**src/rtl/sobel_pkg.sv**
```systemverilog
// sobel_pkg
// Shared constants, types and helpers for the Sobel gradient core.
//   DATA_W  : pixel width (input window pixels and output pixel)
//   GRAD_W  : signed gradient / unsigned magnitude width (DATA_W+3)
//   pix_t   : unsigned pixel
//   grad_t  : signed gradient component (Gx or Gy)
//   mag_t   : unsigned |Gx|+|Gy|
// Optional feature macro used by the files of this block: SOBEL_THRESH_EN.
package sobel_pkg;

    localparam int DATA_W = 8;
    localparam int GRAD_W = DATA_W + 3;

    typedef logic        [DATA_W-1:0] pix_t;
    typedef logic signed [GRAD_W-1:0] grad_t;
    typedef logic        [GRAD_W-1:0] mag_t;

    localparam pix_t PIX_MAX     = '1;
    localparam mag_t PIX_MAX_MAG = mag_t'(2**DATA_W - 1);

    // The most negative gradient is -1020, so negation never overflows GRAD_W bits.
    function automatic mag_t abs_grad(input grad_t g);
        return g[GRAD_W-1] ? mag_t'(-g) : mag_t'(g);
    endfunction

    function automatic pix_t sat_pix(input mag_t mag);
        return (mag > PIX_MAX_MAG) ? PIX_MAX : mag[DATA_W-1:0];
    endfunction

endpackage

```
**src/rtl/sobel_if.sv**
```systemverilog
// sobel_if
// Bundles the window input bus and the pixel output bus of sobel_core.
//   master : upstream side (drives core_en_i, data_r_c_i, threshold_i; sees outputs)
//   slave  : the core itself
// threshold_i exists only when SOBEL_THRESH_EN is defined.
interface sobel_if #(
    parameter int CNT_W = 10
);
    import sobel_pkg::*;

    logic             core_en_i;
    pix_t             data_0_0_i, data_0_1_i, data_0_2_i;
    pix_t             data_1_0_i, data_1_1_i, data_1_2_i;
    pix_t             data_2_0_i, data_2_1_i, data_2_2_i;
`ifdef SOBEL_THRESH_EN
    pix_t             threshold_i;
`endif
    pix_t             pix_o;
    logic             pix_valid_o;
    logic [CNT_W-1:0] out_col_o;
    logic [CNT_W-1:0] out_row_o;
    logic             row_done_o;
    logic             frame_done_o;

    modport master (
        output core_en_i,
        output data_0_0_i, data_0_1_i, data_0_2_i,
        output data_1_0_i, data_1_1_i, data_1_2_i,
        output data_2_0_i, data_2_1_i, data_2_2_i,
`ifdef SOBEL_THRESH_EN
        output threshold_i,
`endif
        input  pix_o, pix_valid_o, out_col_o, out_row_o, row_done_o, frame_done_o
    );

    modport slave (
        input  core_en_i,
        input  data_0_0_i, data_0_1_i, data_0_2_i,
        input  data_1_0_i, data_1_1_i, data_1_2_i,
        input  data_2_0_i, data_2_1_i, data_2_2_i,
`ifdef SOBEL_THRESH_EN
        input  threshold_i,
`endif
        output pix_o, pix_valid_o, out_col_o, out_row_o, row_done_o, frame_done_o
    );

endinterface

```
**src/rtl/sobel_grad.sv**
```systemverilog
// sobel_grad
// First pipeline stage: registered Sobel Gx/Gy of one 3x3 window.
//   clk, rst        : clock, synchronous active-high reset
//   dRC_i           : window pixel at row R, column C
//   gx_o, gy_o      : registered signed gradients
module sobel_grad
    import sobel_pkg::*;
(
    input  logic  clk,
    input  logic  rst,
    input  pix_t  d00_i, d01_i, d02_i,
    input  pix_t  d10_i, d11_i, d12_i,
    input  pix_t  d20_i, d21_i, d22_i,
    output grad_t gx_o,
    output grad_t gy_o
);

    grad_t gx_d, gx_q;
    grad_t gy_d, gy_q;

    function automatic grad_t ext(input pix_t p);
        return grad_t'({{(GRAD_W-DATA_W){1'b0}}, p});
    endfunction

    // Each weighted sum is at most 1020, which fits the signed GRAD_W range.
    // The centre pixel has zero weight in both kernels.
    always_comb begin
        gx_d = (ext(d02_i) + ext(d12_i) + ext(d12_i) + ext(d22_i))
             - (ext(d00_i) + ext(d10_i) + ext(d10_i) + ext(d20_i));
        gy_d = (ext(d20_i) + ext(d21_i) + ext(d21_i) + ext(d22_i))
             - (ext(d00_i) + ext(d01_i) + ext(d01_i) + ext(d02_i));
    end

    always_ff @(posedge clk) begin
        if (rst) begin
            gx_q <= '0;
            gy_q <= '0;
        end else begin
            gx_q <= gx_d;
            gy_q <= gy_d;
        end
    end

    assign gx_o = gx_q;
    assign gy_o = gy_q;

    logic unused_centre;
    assign unused_centre = ^d11_i;

endmodule

```
**src/rtl/sobel_core.sv**
```systemverilog
// sobel_core
// 3-stage Sobel gradient magnitude core with output position tracking.
//   clk, rst : clock, synchronous active-high reset
//   bus      : sobel_if.slave (window in, pixel + position + row/frame pulses out)
// Parameters: MAX_COL/MAX_ROW input image size, CNT_W position counter width.
// Optional SOBEL_THRESH_EN: binarize the saturated magnitude against threshold_i.
module sobel_core
    import sobel_pkg::*;
#(
    parameter int MAX_COL = 540,
    parameter int MAX_ROW = 540,
    parameter int CNT_W   = 10
) (
    input  logic    clk,
    input  logic    rst,
    sobel_if.slave  bus
);

    localparam logic [CNT_W-1:0] LAST_COL = CNT_W'(MAX_COL - 3);
    localparam logic [CNT_W-1:0] LAST_ROW = CNT_W'(MAX_ROW - 3);

    grad_t            gx_s1, gy_s1;
    logic             v1_d, v1_q;
    logic             v2_d, v2_q;
    mag_t             mag_d, mag_q;
`ifdef SOBEL_THRESH_EN
    pix_t             thr_d, thr_q;
`endif
    pix_t             pix_d, pix_q;
    logic             pix_valid_d, pix_valid_q;
    logic [CNT_W-1:0] col_cnt_d, col_cnt_q;
    logic [CNT_W-1:0] row_cnt_d, row_cnt_q;
    logic [CNT_W-1:0] out_col_d, out_col_q;
    logic [CNT_W-1:0] out_row_d, out_row_q;
    logic             row_done_d, row_done_q;
    logic             frame_done_d, frame_done_q;

    sobel_grad u_grad (
        .clk   (clk),
        .rst   (rst),
        .d00_i (bus.data_0_0_i), .d01_i (bus.data_0_1_i), .d02_i (bus.data_0_2_i),
        .d10_i (bus.data_1_0_i), .d11_i (bus.data_1_1_i), .d12_i (bus.data_1_2_i),
        .d20_i (bus.data_2_0_i), .d21_i (bus.data_2_1_i), .d22_i (bus.data_2_2_i),
        .gx_o  (gx_s1),
        .gy_o  (gy_s1)
    );

    // col_cnt/row_cnt hold the position of the next pixel to leave S3; the
    // out_* registers are loaded from them together with pix so that the
    // reported position always belongs to the pixel on pix_o and holds
    // through bubbles.
    always_comb begin
        v1_d         = bus.core_en_i;
        v2_d         = v1_q;
        mag_d        = abs_grad(gx_s1) + abs_grad(gy_s1);
`ifdef SOBEL_THRESH_EN
        thr_d        = bus.threshold_i;
        pix_d        = (sat_pix(mag_q) >= thr_q) ? PIX_MAX : '0;
`else
        pix_d        = sat_pix(mag_q);
`endif
        pix_valid_d  = v2_q;
        col_cnt_d    = col_cnt_q;
        row_cnt_d    = row_cnt_q;
        out_col_d    = out_col_q;
        out_row_d    = out_row_q;
        row_done_d   = 1'b0;
        frame_done_d = 1'b0;

        if (v2_q) begin
            out_col_d    = col_cnt_q;
            out_row_d    = row_cnt_q;
            row_done_d   = (col_cnt_q == LAST_COL);
            frame_done_d = (col_cnt_q == LAST_COL) && (row_cnt_q == LAST_ROW);
            if (col_cnt_q == LAST_COL) begin
                col_cnt_d = '0;
                row_cnt_d = (row_cnt_q == LAST_ROW) ? '0 : row_cnt_q + 1'b1;
            end else begin
                col_cnt_d = col_cnt_q + 1'b1;
            end
        end
    end

    always_ff @(posedge clk) begin
        if (rst) begin
            v1_q         <= 1'b0;
            v2_q         <= 1'b0;
            mag_q        <= '0;
`ifdef SOBEL_THRESH_EN
            thr_q        <= '0;
`endif
            pix_q        <= '0;
            pix_valid_q  <= 1'b0;
            col_cnt_q    <= '0;
            row_cnt_q    <= '0;
            out_col_q    <= '0;
            out_row_q    <= '0;
            row_done_q   <= 1'b0;
            frame_done_q <= 1'b0;
        end else begin
            v1_q         <= v1_d;
            v2_q         <= v2_d;
            mag_q        <= mag_d;
`ifdef SOBEL_THRESH_EN
            thr_q        <= thr_d;
`endif
            pix_q        <= pix_d;
            pix_valid_q  <= pix_valid_d;
            col_cnt_q    <= col_cnt_d;
            row_cnt_q    <= row_cnt_d;
            out_col_q    <= out_col_d;
            out_row_q    <= out_row_d;
            row_done_q   <= row_done_d;
            frame_done_q <= frame_done_d;
        end
    end

    assign bus.pix_o        = pix_q;
    assign bus.pix_valid_o  = pix_valid_q;
    assign bus.out_col_o    = out_col_q;
    assign bus.out_row_o    = out_row_q;
    assign bus.row_done_o   = row_done_q;
    assign bus.frame_done_o = frame_done_q;

endmodule

```
**src/flat_wrapper.sv**
```systemverilog
// flat-port wrapper written by rule: the top's interface ports become plain ports
module sobel_core_flat import sobel_pkg::*;
#(
    parameter int MAX_COL = 540,
    parameter int MAX_ROW = 540,
    parameter int CNT_W   = 10
)
  (clk, rst, bus_core_en_i, bus_data_0_0_i, bus_data_0_1_i, bus_data_0_2_i, bus_data_1_0_i, bus_data_1_1_i, bus_data_1_2_i, bus_data_2_0_i, bus_data_2_1_i, bus_data_2_2_i, bus_pix_o, bus_pix_valid_o, bus_out_col_o, bus_out_row_o, bus_row_done_o, bus_frame_done_o);
  sobel_if #(.CNT_W(CNT_W)) bus_i ();
  input  logic clk;
  input  logic rst;
  input wire logic [$bits(bus_i.core_en_i)-1:0] bus_core_en_i;
  input wire logic [$bits(bus_i.data_0_0_i)-1:0] bus_data_0_0_i;
  input wire logic [$bits(bus_i.data_0_1_i)-1:0] bus_data_0_1_i;
  input wire logic [$bits(bus_i.data_0_2_i)-1:0] bus_data_0_2_i;
  input wire logic [$bits(bus_i.data_1_0_i)-1:0] bus_data_1_0_i;
  input wire logic [$bits(bus_i.data_1_1_i)-1:0] bus_data_1_1_i;
  input wire logic [$bits(bus_i.data_1_2_i)-1:0] bus_data_1_2_i;
  input wire logic [$bits(bus_i.data_2_0_i)-1:0] bus_data_2_0_i;
  input wire logic [$bits(bus_i.data_2_1_i)-1:0] bus_data_2_1_i;
  input wire logic [$bits(bus_i.data_2_2_i)-1:0] bus_data_2_2_i;
  output wire logic [$bits(bus_i.pix_o)-1:0] bus_pix_o;
  output wire logic [$bits(bus_i.pix_valid_o)-1:0] bus_pix_valid_o;
  output wire logic [$bits(bus_i.out_col_o)-1:0] bus_out_col_o;
  output wire logic [$bits(bus_i.out_row_o)-1:0] bus_out_row_o;
  output wire logic [$bits(bus_i.row_done_o)-1:0] bus_row_done_o;
  output wire logic [$bits(bus_i.frame_done_o)-1:0] bus_frame_done_o;
  assign bus_i.core_en_i = bus_core_en_i;
  assign bus_i.data_0_0_i = bus_data_0_0_i;
  assign bus_i.data_0_1_i = bus_data_0_1_i;
  assign bus_i.data_0_2_i = bus_data_0_2_i;
  assign bus_i.data_1_0_i = bus_data_1_0_i;
  assign bus_i.data_1_1_i = bus_data_1_1_i;
  assign bus_i.data_1_2_i = bus_data_1_2_i;
  assign bus_i.data_2_0_i = bus_data_2_0_i;
  assign bus_i.data_2_1_i = bus_data_2_1_i;
  assign bus_i.data_2_2_i = bus_data_2_2_i;
  assign bus_pix_o = bus_i.pix_o;
  assign bus_pix_valid_o = bus_i.pix_valid_o;
  assign bus_out_col_o = bus_i.out_col_o;
  assign bus_out_row_o = bus_i.out_row_o;
  assign bus_row_done_o = bus_i.row_done_o;
  assign bus_frame_done_o = bus_i.frame_done_o;
  sobel_core #(.MAX_COL(MAX_COL), .MAX_ROW(MAX_ROW), .CNT_W(CNT_W)) u_core (.clk(clk), .rst(rst), .bus(bus_i));
endmodule
```
**config.mk**
```make
export PLATFORM = sky130hd
export DESIGN_NAME = sobel_core_flat
export DESIGN_NICKNAME = d
export VERILOG_FILES = /design/src/rtl/sobel_pkg.sv /design/src/rtl/sobel_if.sv /design/src/rtl/sobel_grad.sv /design/src/rtl/sobel_core.sv /design/src/flat_wrapper.sv
export SDC_FILE = /design/constraint.sdc
export NUM_CORES = 1
export LEC_CHECK = 0
export ABC_AREA = 0
export BUFFER_PORTS_ARGS = -buffer_cell sky130_fd_sc_hd__buf_2
export CAP_MARGIN = 20
export CORE_MARGIN = 5
export CORE_UTILIZATION = 52
export DETAILED_ROUTE_END_ITERATION = 10
export PLACE_DENSITY_LB_ADDON = 0.12
export RECOVER_POWER = 50
export SLEW_MARGIN = 20
export SYNTH_ARGS = -nofsm -noshare
export SYNTH_HDL_FRONTEND = slang
export SYNTH_SLANG_ARGS = --single-unit
```
**constraint.sdc**
```tcl
create_clock -name clk -period 5 [get_ports clk]
set_input_delay 0.25 -clock clk [delete_from_list [all_inputs] [get_ports clk]]
set_output_delay 0.25 -clock clk [all_outputs]
set_load 0.005 [all_outputs]
```
==> results of run 1 <==
-- report_power, final --
group | switching [mW] | internal, mW | total [mW]
sequential | 0.0953 | 0.837 | 0.932
combinational | 1.51 | 1.49 | 3.00
clock | 0.252 | 0.364 | 0.616
total | 1.85 | 2.70 | 4.55
-- repair_timing --
action | CTS | global route
pin swaps | 5 | 24
resized for setup | 4 | 23
buffers inserted | 1 | 2
gates cloned | 0 | 0
endpoints found under the setup margin | 2 | 2
-- sequential cells by signal, indices dropped and copies added, names as in the netlist --
signal	count
u_core.u_grad.gy_o	11
u_core.bus.out_row_o	10
u_core.row_cnt_q	10
u_core.col_cnt_q	10
u_core.bus.frame_done_o	1
u_core.pix_valid_d	1
u_core.bus.pix_valid_o	1
u_core.u_grad.gx_o	11
u_core.bus.row_done_o	1
u_core.bus.pix_o	8
u_core.mag_q	11
u_core.bus.out_col_o	10
u_core.v1_q	1
-- cell type report --
type | instances | area (sq um) | area share
Multi-Input combinational cell | 486 | 4350 | 0.566
Inverter | 113 | 424 | 0.0551
Clock inverter | 4 | 28.8 | 0.00374
Timing Repair Buffer | 125 | 702 | 0.0912
Tap cell | 168 | 210 | 0.0273
Clock buffer | 12 | 256 | 0.0333
Sequential cell | 86 | 1720 | 0.224
-- worst max-delay path by stage --
| stage | to | depth (start not counted) | startpoint | slack, ns |
|---|---|---|---|---|
| final | u_core.u_grad.gx_o[10] | 21 | bus_data_1_2_i[0] | 0.11 |
| after floorplan | u_core.u_grad.gx_o[10] | 21 | bus_data_1_2_i[0] | 0.01 |
| after detailed placement | u_core.u_grad.gx_o[10] | 22 | bus_data_1_2_i[0] | -0.52 |
| after global placement | u_core.u_grad.gx_o[10] | 20 | bus_data_1_2_i[1] | -0.28 |
| after global routing | u_core.u_grad.gx_o[10] | 21 | bus_data_1_2_i[0] | -0.15 |
| after CTS | u_core.u_grad.gx_o[10] | 22 | bus_data_1_2_i[0] | 0.001 |
-- per-stage QoR --
step / hold slack (ns) / std cells / power, mW / TNS (ns) / utilization
after global routing: 0.167 / 994 / 5.05 / -0.161 / 0.636
after CTS: 0.141 / 992 / 4.47 / 0 / 0.629
after global placement: 0.418 / 975 / 3.75 / -0.645 / 0.604
after floorplan: 0.378 / 703 / 3.12 / 0 / -
after detailed placement: 0.425 / 975 / 3.82 / -1.38 / 0.604
final: 0.155 / 994 / 4.55 / 0 / 0.636
-- routing by layer --
metal / up-vias / track usage
met4: 0 / 0.0609
met2: 102 / 0.314
li1: 2512 / -
met1: 2306 / 0.227
met3: 16 / 0.0275
met5: - / 0
-- synthesized netlist by cell type, types with 4 or more instances --
cell type,number
inv_1,113
nor2_1,93
dfxtp_1,86
fa_1,64
ha_1,53
xnor2_1,35
a21oi_1,22
o21ai_0,22
nand2_1,21
nor3_1,21
mux2i_1,20
xor2_1,17
nor2b_1,15
clkbuf_1,12
o21a_1,11
nand3_1,9
a21o_1,7
nand2b_1,7
nand4_1,6
or3_1,6
a211oi_1,5
o31ai_1,5
and2_1,4
or2_2,4
-- critical path: stages --
cell,delay [ns]
buf_2,0.12
ha_4,0.16
fa_2,0.37
buf_4,0.16
a21o_1,0.18
a21oi_2,0.14
xor2_1,0.20
fa_1,0.46
fa_1,0.49
inv_1,0.06
fa_1,0.53
inv_1,0.05
fa_1,0.40
inv_1,0.07
ha_1,0.23
o211a_1,0.22
a211oi_2,0.24
a21oi_2,0.06
a31oi_1,0.22
xnor2_1,0.15
mux2_2,0.35
-- cell families after synthesis --
group,Yosys count
buffers and inverters,131
adder cells (fa/ha/maj),118
AO/OA/AOI/OAI,92
XOR/XNOR,52
multiplexers,22
flip-flops,86
AND/OR/NAND/NOR,202
==> impl_metrics.json, run 1 <==
{
  "outcome": "finished clean",
  "synth_area_leaders": "dfxtp_1 27%, fa_1 20%, ha_1 10%",
  "hpwl_um": 10700,
  "synth_edf_count": 0,
  "h-tree-depth": 3,
  "timing.rr.end": "u_core.mag_q[9]",
  "grt_setup_unrepaired": "yes",
  "initial_core_util": 0.534,
  "worst_slack_ns": 0.112,
  "ys_seq_area_frac": 0.266,
  "critPathMaxFanout": 2,
  "firstDrtPassIters": 4,
  "finClkSkew_ns": 0.00675,
  "core_area_sq_um": 12100,
  "synth_seq_cells": 86,
  "hold_viol_final": 0,
  "slew_violations": 0,
  "top_layer": "met4",
  "routabilityCongestion": 0.882,
  "synth_compound_area_frac": 0.0931,
  "cp-start-kind": "primary input",
  "area_growth_syn_to_layout_pct": 19.1,
  "timing.final.crit_period_ns": 4.89,
  "synth-main-ff-cell": "dfxtp_1",
  "port_buffers": 97,
  "mostFrequentLayoutCell": "inv_1",
  "synth_mux_area_frac": 0.0345,
  "drt-total-wl_um": 12600,
  "clkLatencyLatePin_ns": 0.33,
  "antenna_found_initial": 0,
  "drtAntennaViolNets": 0,
  "irDropWorstVdd_mv": 0.305,
  "min-delay-path-class": "in -> reg",
  "reg2reg_from": "u_core.u_grad.gy_o[0]",
  "n_antenna_cell": 0,
  "wl_met1_um": 5680,
  "via_per_inst": 4.97,
  "yosys.area_share.simple": 0.156,
  "cts_hold_buf": 0,
  "whs_path_depth": 2,
  "fmax_mhz": 205,
  "r2r_slack_ns": 2.01,
  "synth_cell_types": 53,
  "max_slew_margin": 0.259,
  "clk_pin_slew_ns": 0.06,
  "r2r_cells": 11,
  "rows": 40,
  "grt_pass1_wl_um": 22000,
  "syn-mean-instance-area_sq_um": 9.19,
  "worstPathRequired_ns": 5.22,
  "setup_viol": 0,
  "crit_path_end_kind": "flip-flop",
  "fin_crit_sh": 0.978,
  "grt_max_degree": 44,
  "ioPinCount": 106,
  "grtUsageTotal": 0.180,
  "cts_buffer_depth": 2,
  "die_x_um": 121,
  "syn_inst": 703,
  "cts.sinks": 86,
  "synth_top_family_by_area": "adder cells",
  "synthXorXnorAreaFrac": 0.0705,
  "drt_iter0_drc": 240,
  "maxCapViolCount": 0,
  "die-area_sq_um": 14800,
  "arrival_ns": 5.11,
  "pre_cts_ws_ns": -0.522,
  "dr_wl_met3_um": 493,
  "fp.dieH_um": 121,
  "dpl_cell_area_sq_um": 7310,
  "synth_fp_nets": 895,
  "routed-via-count": 4936,
  "cts_tree": "done",
  "wl_per_cell_um": 12.7,
  "async_flop_share": 0,
  "yosysTopAreaCell": "dfxtp_1",
  "powerDensity_nw_per_um2": 591,
  "synth-adder-area-share": 0.302,
  "numCtsBuffers": 9,
  "nFillCells": 1063,
  "grt_overflow_total": 0,
  "drcViolationCount": 0,
  "min-delay-start": "bus_core_en_i",
  "cts_root_buffer": "clkbuf_16",
  "final_nets": 1013,
  "worst_pin_slew_ns": 1.11,
  "layout-drive-gt1-share": 0.195,
  "grt_pass1_vias": 5054,
  "path_class": "in -> reg",
  "power.leakage_nw": 3.58,
  "route.met2.wl_um": 6200,
  "design_area_sq_um": 7700,
  "synth_top_area_frac": 0.266,
  "synth_area_sq_um": 6460,
  "mostFrequentLayoutCells": "109 x inv_1, 91 x nor2_1, 86 x dfxtp_1, 84 x buf_2, 63 x fa_1",
  "hold-path-endpoint": "u_core.v1_q",
  "yosysWarnings": 0
}
Power figures use the tool's default switching activity.
==> run 2: changes to the inputs <==
--- a/config.mk
+++ b/config.mk
@@ -11,8 +11,10 @@
 export CORE_MARGIN = 5
 export CORE_UTILIZATION = 52
 export DETAILED_ROUTE_END_ITERATION = 10
+export MAX_ROUTING_LAYER = met4
 export PLACE_DENSITY_LB_ADDON = 0.12
 export RECOVER_POWER = 50
+export SETUP_SLACK_MARGIN = 0.02
 export SLEW_MARGIN = 20
 export SYNTH_ARGS = -nofsm -noshare
 export SYNTH_HDL_FRONTEND = slang
==> run 2 against run 1 <==
The flow now finishes with violations (max-capacitance violations, max-slew violations). Worst hold slack worse by 0.024 ns. Sequential share of layout area is 0.058 points lower. Critical path depth is 1 lower. Sequential power hardly changed. Wire length is 3.2% higher. Cell count is 0.10% higher. Clock-buffer cell count is 1 higher. Critical path type unchanged. Largest cell class unchanged. Largest power group unchanged.
==> impl_metrics.json, run 2 (synthesis gave the netlist of run 1 again) <==
{
  "drtAntennaViolNets": 0,
  "grt_pass1_vias": 5194,
  "routabilityCongestion": 0.893,
  "mostFrequentLayoutCells": "111 x inv_1, 93 x nor2_1, 86 x dfxtp_1, 81 x buf_2, 63 x fa_1",
  "wl_per_cell_um": 13.1,
  "n_antenna_cell": 0,
  "cp-start-kind": "primary input",
  "routed-via-count": 4993,
  "initial_core_util": 0.534,
  "cts_root_buffer": "clkbuf_16",
  "irDropWorstVdd_mv": 0.300,
  "seq_area_sq_um": 1720,
  "power.leakage_nw": 3.60,
  "clkLatencyLatePin_ns": 0.34,
  "cts.sinks": 86,
  "firstDrtPassIters": 4,
  "worst_slack_ns": 0.144,
  "grt_pass1_wl_um": 22900,
  "power.internal_mw": 2.78,
  "min-delay-path-class": "in -> reg",
  "power_frac_comb": 0.661,
  "antenna_found_initial": 0,
  "drt-total-wl_um": 13000,
  "layout-drive-gt1-share": 0.186,
  "violations": "max-capacitance violations, max-slew violations",
  "swShare": 0.404,
  "h-tree-depth": 3,
  "clk_pin_slew_ns": 0.06,
  "grtUsageTotal": 0.195,
  "hpwl_um": 11000,
  "path_class": "in -> reg",
  "area_growth_syn_to_layout_pct": 19.4,
  "slew_violations": 38,
  "cts_tree": "done",
  "drt_iter0_drc": 206,
  "arrival_ns": 5.07,
  "worst_pin_slew_ns": 1.52,
  "via_per_inst": 5.02,
  "worstPathRequired_ns": 5.22,
  "max_slew_margin": -0.0135,
  "pre_cts_ws_ns": -0.396,
  "rows": 40,
  "crit_path_end_kind": "flip-flop",
  "maxCapViolCount": 1,
  "grt_overflow_total": 0,
  "grt_max_degree": 38,
  "fmax_mhz": 206,
  "core_area_sq_um": 12100,
  "power_frac_clock": 0.139,
  "final_nets": 1014,
  "hold_viol_final": 0,
  "timing.final.crit_period_ns": 4.86,
  "p_sw_mw": 1.88,
  "ioPinCount": 106,
  "drcViolationCount": 0,
  "critPathMaxFanout": 3,
  "multi_input_area_sq_um": 4370,
  "grt_setup_unrepaired": "yes",
  "fin_crit_sh": 0.971,
  "cts_buffer_depth": 2,
  "powerDensity_nw_per_um2": 605,
  "post-route-util": 0.637,
  "port_buffers": 97,
  "fp.dieH_um": 121,
  "die_x_um": 121,
  "mostFrequentLayoutCell": "inv_1",
  "die-area_sq_um": 14800,
  "setup_viol": 0,
  "seqPwrFrac": 0.199,
  "outcome": "finished, violations left",
  "numCtsBuffers": 9,
  "finClkSkew_ns": 0.00404,
  "nFillCells": 1073
}
[run 2: cell count changes in the layout (fill, tap and decap cells not counted), sizes merged]
cell and delta:
buf -2, bufinv +1, clkbuf +4, clkinv +1
clkinvlp -2, inv -1
[run 2: layer usage]
layer | global-route usage | part of all wire | vias up
met4 | 0.0714 | 0.019 | 0
li1 | - | - | 2519
met2 | 0.331 | 0.50 | 111
met1 | 0.235 | 0.44 | 2342
met5 | - | 0 | -
met3 | 0.0298 | 0.037 | 21
[run 2: what timing repair did]
action | 4_1_cts | 5_1_grt
gates resized for setup | 5 | 16
setup buffers | 3 | 1
gates cloned | 0 | 0
setup endpoints to repair | 1 | 4
hold buffers | 0 | 0
pin swaps | 9 | 21
[run 2: power groups by stage]
stage	clock [mW]	sequential, mW	combinational (mW)
floorplan	0	0.915	2.21
global placement	0	0.940	2.81
detailed placement	0	0.946	2.90
CTS	0.663	0.932	3.02
global route	0.695	0.952	3.52
finish	0.650	0.931	3.09
[run 2: final timing paths]
kind	startpoint	endpoint	slack (ns)	cells after the start
worst max register to register	u_core.u_grad.gy_o[1]	u_core.mag_q[9]	1.97	11
worst min register to register	u_core.mag_q[7]	u_core.bus.pix_o[7]	0.44	2
worst max-delay path	bus_data_0_2_i[1]	u_core.u_grad.gx_o[10]	0.14	20
worst min-delay path	bus_core_en_i	u_core.v1_q	0.13	2
[run 2: critical path: stages]
cell	delay (ns)
buf_8	0.10
ha_4	0.22
a21o_1	0.16
a21oi_2	0.17
o21ai_2	0.10
o41ai_2	0.33
xor2_1	0.24
fa_1	0.47
fa_1	0.53
inv_2	0.04
fa_1	0.49
inv_1	0.05
fa_1	0.49
inv_2	0.05
ha_4	0.22
a2111oi_4	0.37
a21oi_2	0.11
a31oi_1	0.18
xnor2_1	0.15
mux2_2	0.35
[run 2: cell type report]
| type | count | area share |
|---|---|---|
| clock buffers | 13 | 0.0324 |
| clock inverters | 3 | 0.00567 |
| inverters | 113 | 0.0550 |
| multi-input cells | 486 | 0.566 |
| flip-flops and latches | 86 | 0.223 |
| well taps | 168 | 0.0272 |
| repair buffers | 126 | 0.0910 |
[run 2: through the flow]
step | hold slack [ns] | std cells | cell area [sq um] | TNS, ns | total power, mW
after floorplan | 0.378 | 703 | 6500 | 0 | 3.12
after global placement | 0.416 | 976 | 7320 | -0.544 | 3.75
after detailed placement | 0.428 | 976 | 7320 | -0.901 | 3.84
after CTS | 0.123 | 995 | 7650 | 0 | 4.61
after global routing | 0.138 | 995 | 7720 | -0.0392 | 5.17
final | 0.131 | 995 | 7720 | 0 | 4.67
==> run 3: changes to the inputs <==
--- a/config.mk
+++ b/config.mk
@@ -9,7 +9,8 @@
 export BUFFER_PORTS_ARGS = -buffer_cell sky130_fd_sc_hd__buf_2
 export CAP_MARGIN = 20
 export CORE_MARGIN = 5
-export CORE_UTILIZATION = 52
+export CORE_UTILIZATION = 54
+export CTS_BUF_LIST = sky130_fd_sc_hd__clkbuf_8
 export DETAILED_ROUTE_END_ITERATION = 10
 export MAX_ROUTING_LAYER = met4
 export PLACE_DENSITY_LB_ADDON = 0.12
==> run 3 against run 2 <==
The flow still finishes with violations (max-capacitance violations, max-slew violations). Die area down 3.4%. Design area down 1.6%. Combinational power down 3%. Clock power down 24%. Flip-flop and latch count unchanged. Register-to-register slack worse by 0.06 ns. Sequential power about the same. Total power down 5.0%. Via count down 2.0%. Highest routed layer unchanged.
==> impl_metrics.json, run 3 (synthesis gave the netlist of run 1 again) <==
{
  "cp-start-kind": "primary input",
  "cts_tree": "done",
  "cts_hold_buf": 0,
  "cpLargestDelayFamily": "adder cells",
  "clkLatencyLatePin_ns": 0.36,
  "grt_pass1_wl_um": 22400,
  "port_buffers": 97,
  "cts_buffer_depth": 2,
  "worst_pin_slew_ns": 1.52,
  "via_per_inst": 5.03,
  "core_area_sq_um": 11900,
  "dp_cells": 955,
  "area_growth_syn_to_layout_pct": 17.5,
  "die_x_um": 119,
  "crit_path_max_incr_delay_ns": 0.53,
  "grt_overflow_total": 0,
  "mostFrequentLayoutCell": "inv_1",
  "antenna_found_initial": 0,
  "worst_slack_ns": 0.170,
  "path_class": "in -> reg",
  "clk_pin_slew_ns": 0.08,
  "power.leakage_nw": 3.54,
  "h-tree-depth": 3,
  "fin_crit_sh": 0.966,
  "crit_slowest_cell": "fa_1",
  "n_antenna_cell": 0,
  "grtUsageTotal": 0.194,
  "max_slew_margin": -0.0154,
  "finalNonFillerCells": 973,
  "irDropWorstVdd_mv": 0.265,
  "min-delay-path-class": "in -> reg",
  "cp_cell_sequence": "buf_2, ha_4, fa_2, a211oi_4, nor2_1, o21ai_1, a21oi_2, fa_1, inv_1, fa_1, inv_1, fa_1, inv_1, fa_1, inv_1, ha_2, a2111oi_4, a21oi_2, a31oi_1, xnor2_1, mux2_2",
  "cts.sinks": 86,
  "ioPinCount": 106,
  "drt-total-wl_um": 12600,
  "fp.dieH_um": 119,
  "timing.final.crit_period_ns": 4.83,
  "crit_path_end_kind": "flip-flop",
  "cts_root_buffer": "clkbuf_8",
  "wl_met1_um": 5630,
  "design_area_sq_um": 7590,
  "top_layer": "met4",
  "wl_per_cell_um": 13.0,
  "arrival_ns": 5.07,
  "drcViolationCount": 0,
  "drt_iter0_drc": 183,
  "hold_viol_final": 0,
  "slew_violations": 38,
  "grt_max_degree": 38,
  "routed-via-count": 4891,
  "outcome": "finished, violations left",
  "mostFrequentLayoutCells": "112 x inv_1, 93 x nor2_1, 86 x dfxtp_1, 80 x buf_2, 63 x fa_1",
  "initial_core_util": 0.545,
  "critPathBufInv": 5,
  "critPathMaxFanout": 2,
  "powerDensity_nw_per_um2": 584,
  "final_nets": 1013,
  "dr_wl_met3_um": 424,
  "numCtsBuffers": 9,
  "drtAntennaViolNets": 0,
  "grt_pass1_vias": 5194,
  "pre_cts_ws_ns": -0.440,
  "fin_setup_tns_ns": 0,
  "dpl_cell_area_sq_um": 7290,
  "violations": "max-capacitance violations, max-slew violations",
  "firstDrtPassIters": 5,
  "fmax_mhz": 207,
  "grt_setup_unrepaired": "yes",
  "worstPathRequired_ns": 5.24,
  "maxCapViolCount": 2,
  "setup_viol": 0,
  "finClkSkew_ns": 0.00920,
  "routabilityCongestion": 0.906,
  "rows": 40,
  "p_total_mw": 4.43,
  "r2r_slack_ns": 1.91,
  "hpwl_um": 10700,
  "route.met2.wl_um": 6340,
  "layout-drive-gt1-share": 0.186,
  "die-area_sq_um": 14300
}
run 3: cell types whose count changed in the layout (fill, tap and decap cells not counted), moves of 2 or more:
cell	before	now
buf_4	29	27
clkbuf_8	1	11
clkbuf_16	9	0
clkinvlp_4	0	2
run 3: timing repair:
| item | 4_1_cts | 5_1_grt |
|---|---|---|
| setup endpoints to repair | 1 | 3 |
| gates resized for setup | 7 | 14 |
| pin swaps | 14 | 19 |
| setup buffers | 1 | 1 |
run 3: path summary, 6_finish.rpt:
| path | from | to | cells after the start |
|---|---|---|---|
| worst min-delay path | bus_core_en_i | u_core.v1_q | 2 |
| worst max-delay path | bus_data_0_2_i[0] | u_core.u_grad.gx_o[10] | 21 |
| worst max register to register | u_core.u_grad.gy_o[0] | u_core.mag_q[9] | 11 |
| worst min register to register | u_core.v1_q | u_core.pix_valid_d | 1 |
run 3: where the power goes:
part           switching, mW  internal [mW]
combinational           1.52           1.49
clock                  0.236          0.258
sequential            0.0931          0.837
run 3: layer usage:
metal,GRT usage,up-vias
met5,-,-
met4,0.0680,0
met3,0.0247,17
met2,0.341,107
met1,0.228,2264
li1,-,2503
run 3: area by class of cell:
cell class	count	area, sq um
Multi-Input combinational cell	486	4360
Fill cell	1001	4270
Sequential cell	86	1720
Timing Repair Buffer	125	689
Inverter	113	424
Tap cell	147	184
Clock buffer	11	151
Clock inverter	5	57.6
run 3: metrics by stage:
step	util	hold slack, ns
final	0.640	0.143
after global routing	0.640	0.133
after CTS	0.636	0.131
after detailed placement	0.615	0.424
after global placement	0.615	0.417
after floorplan	-	0.378
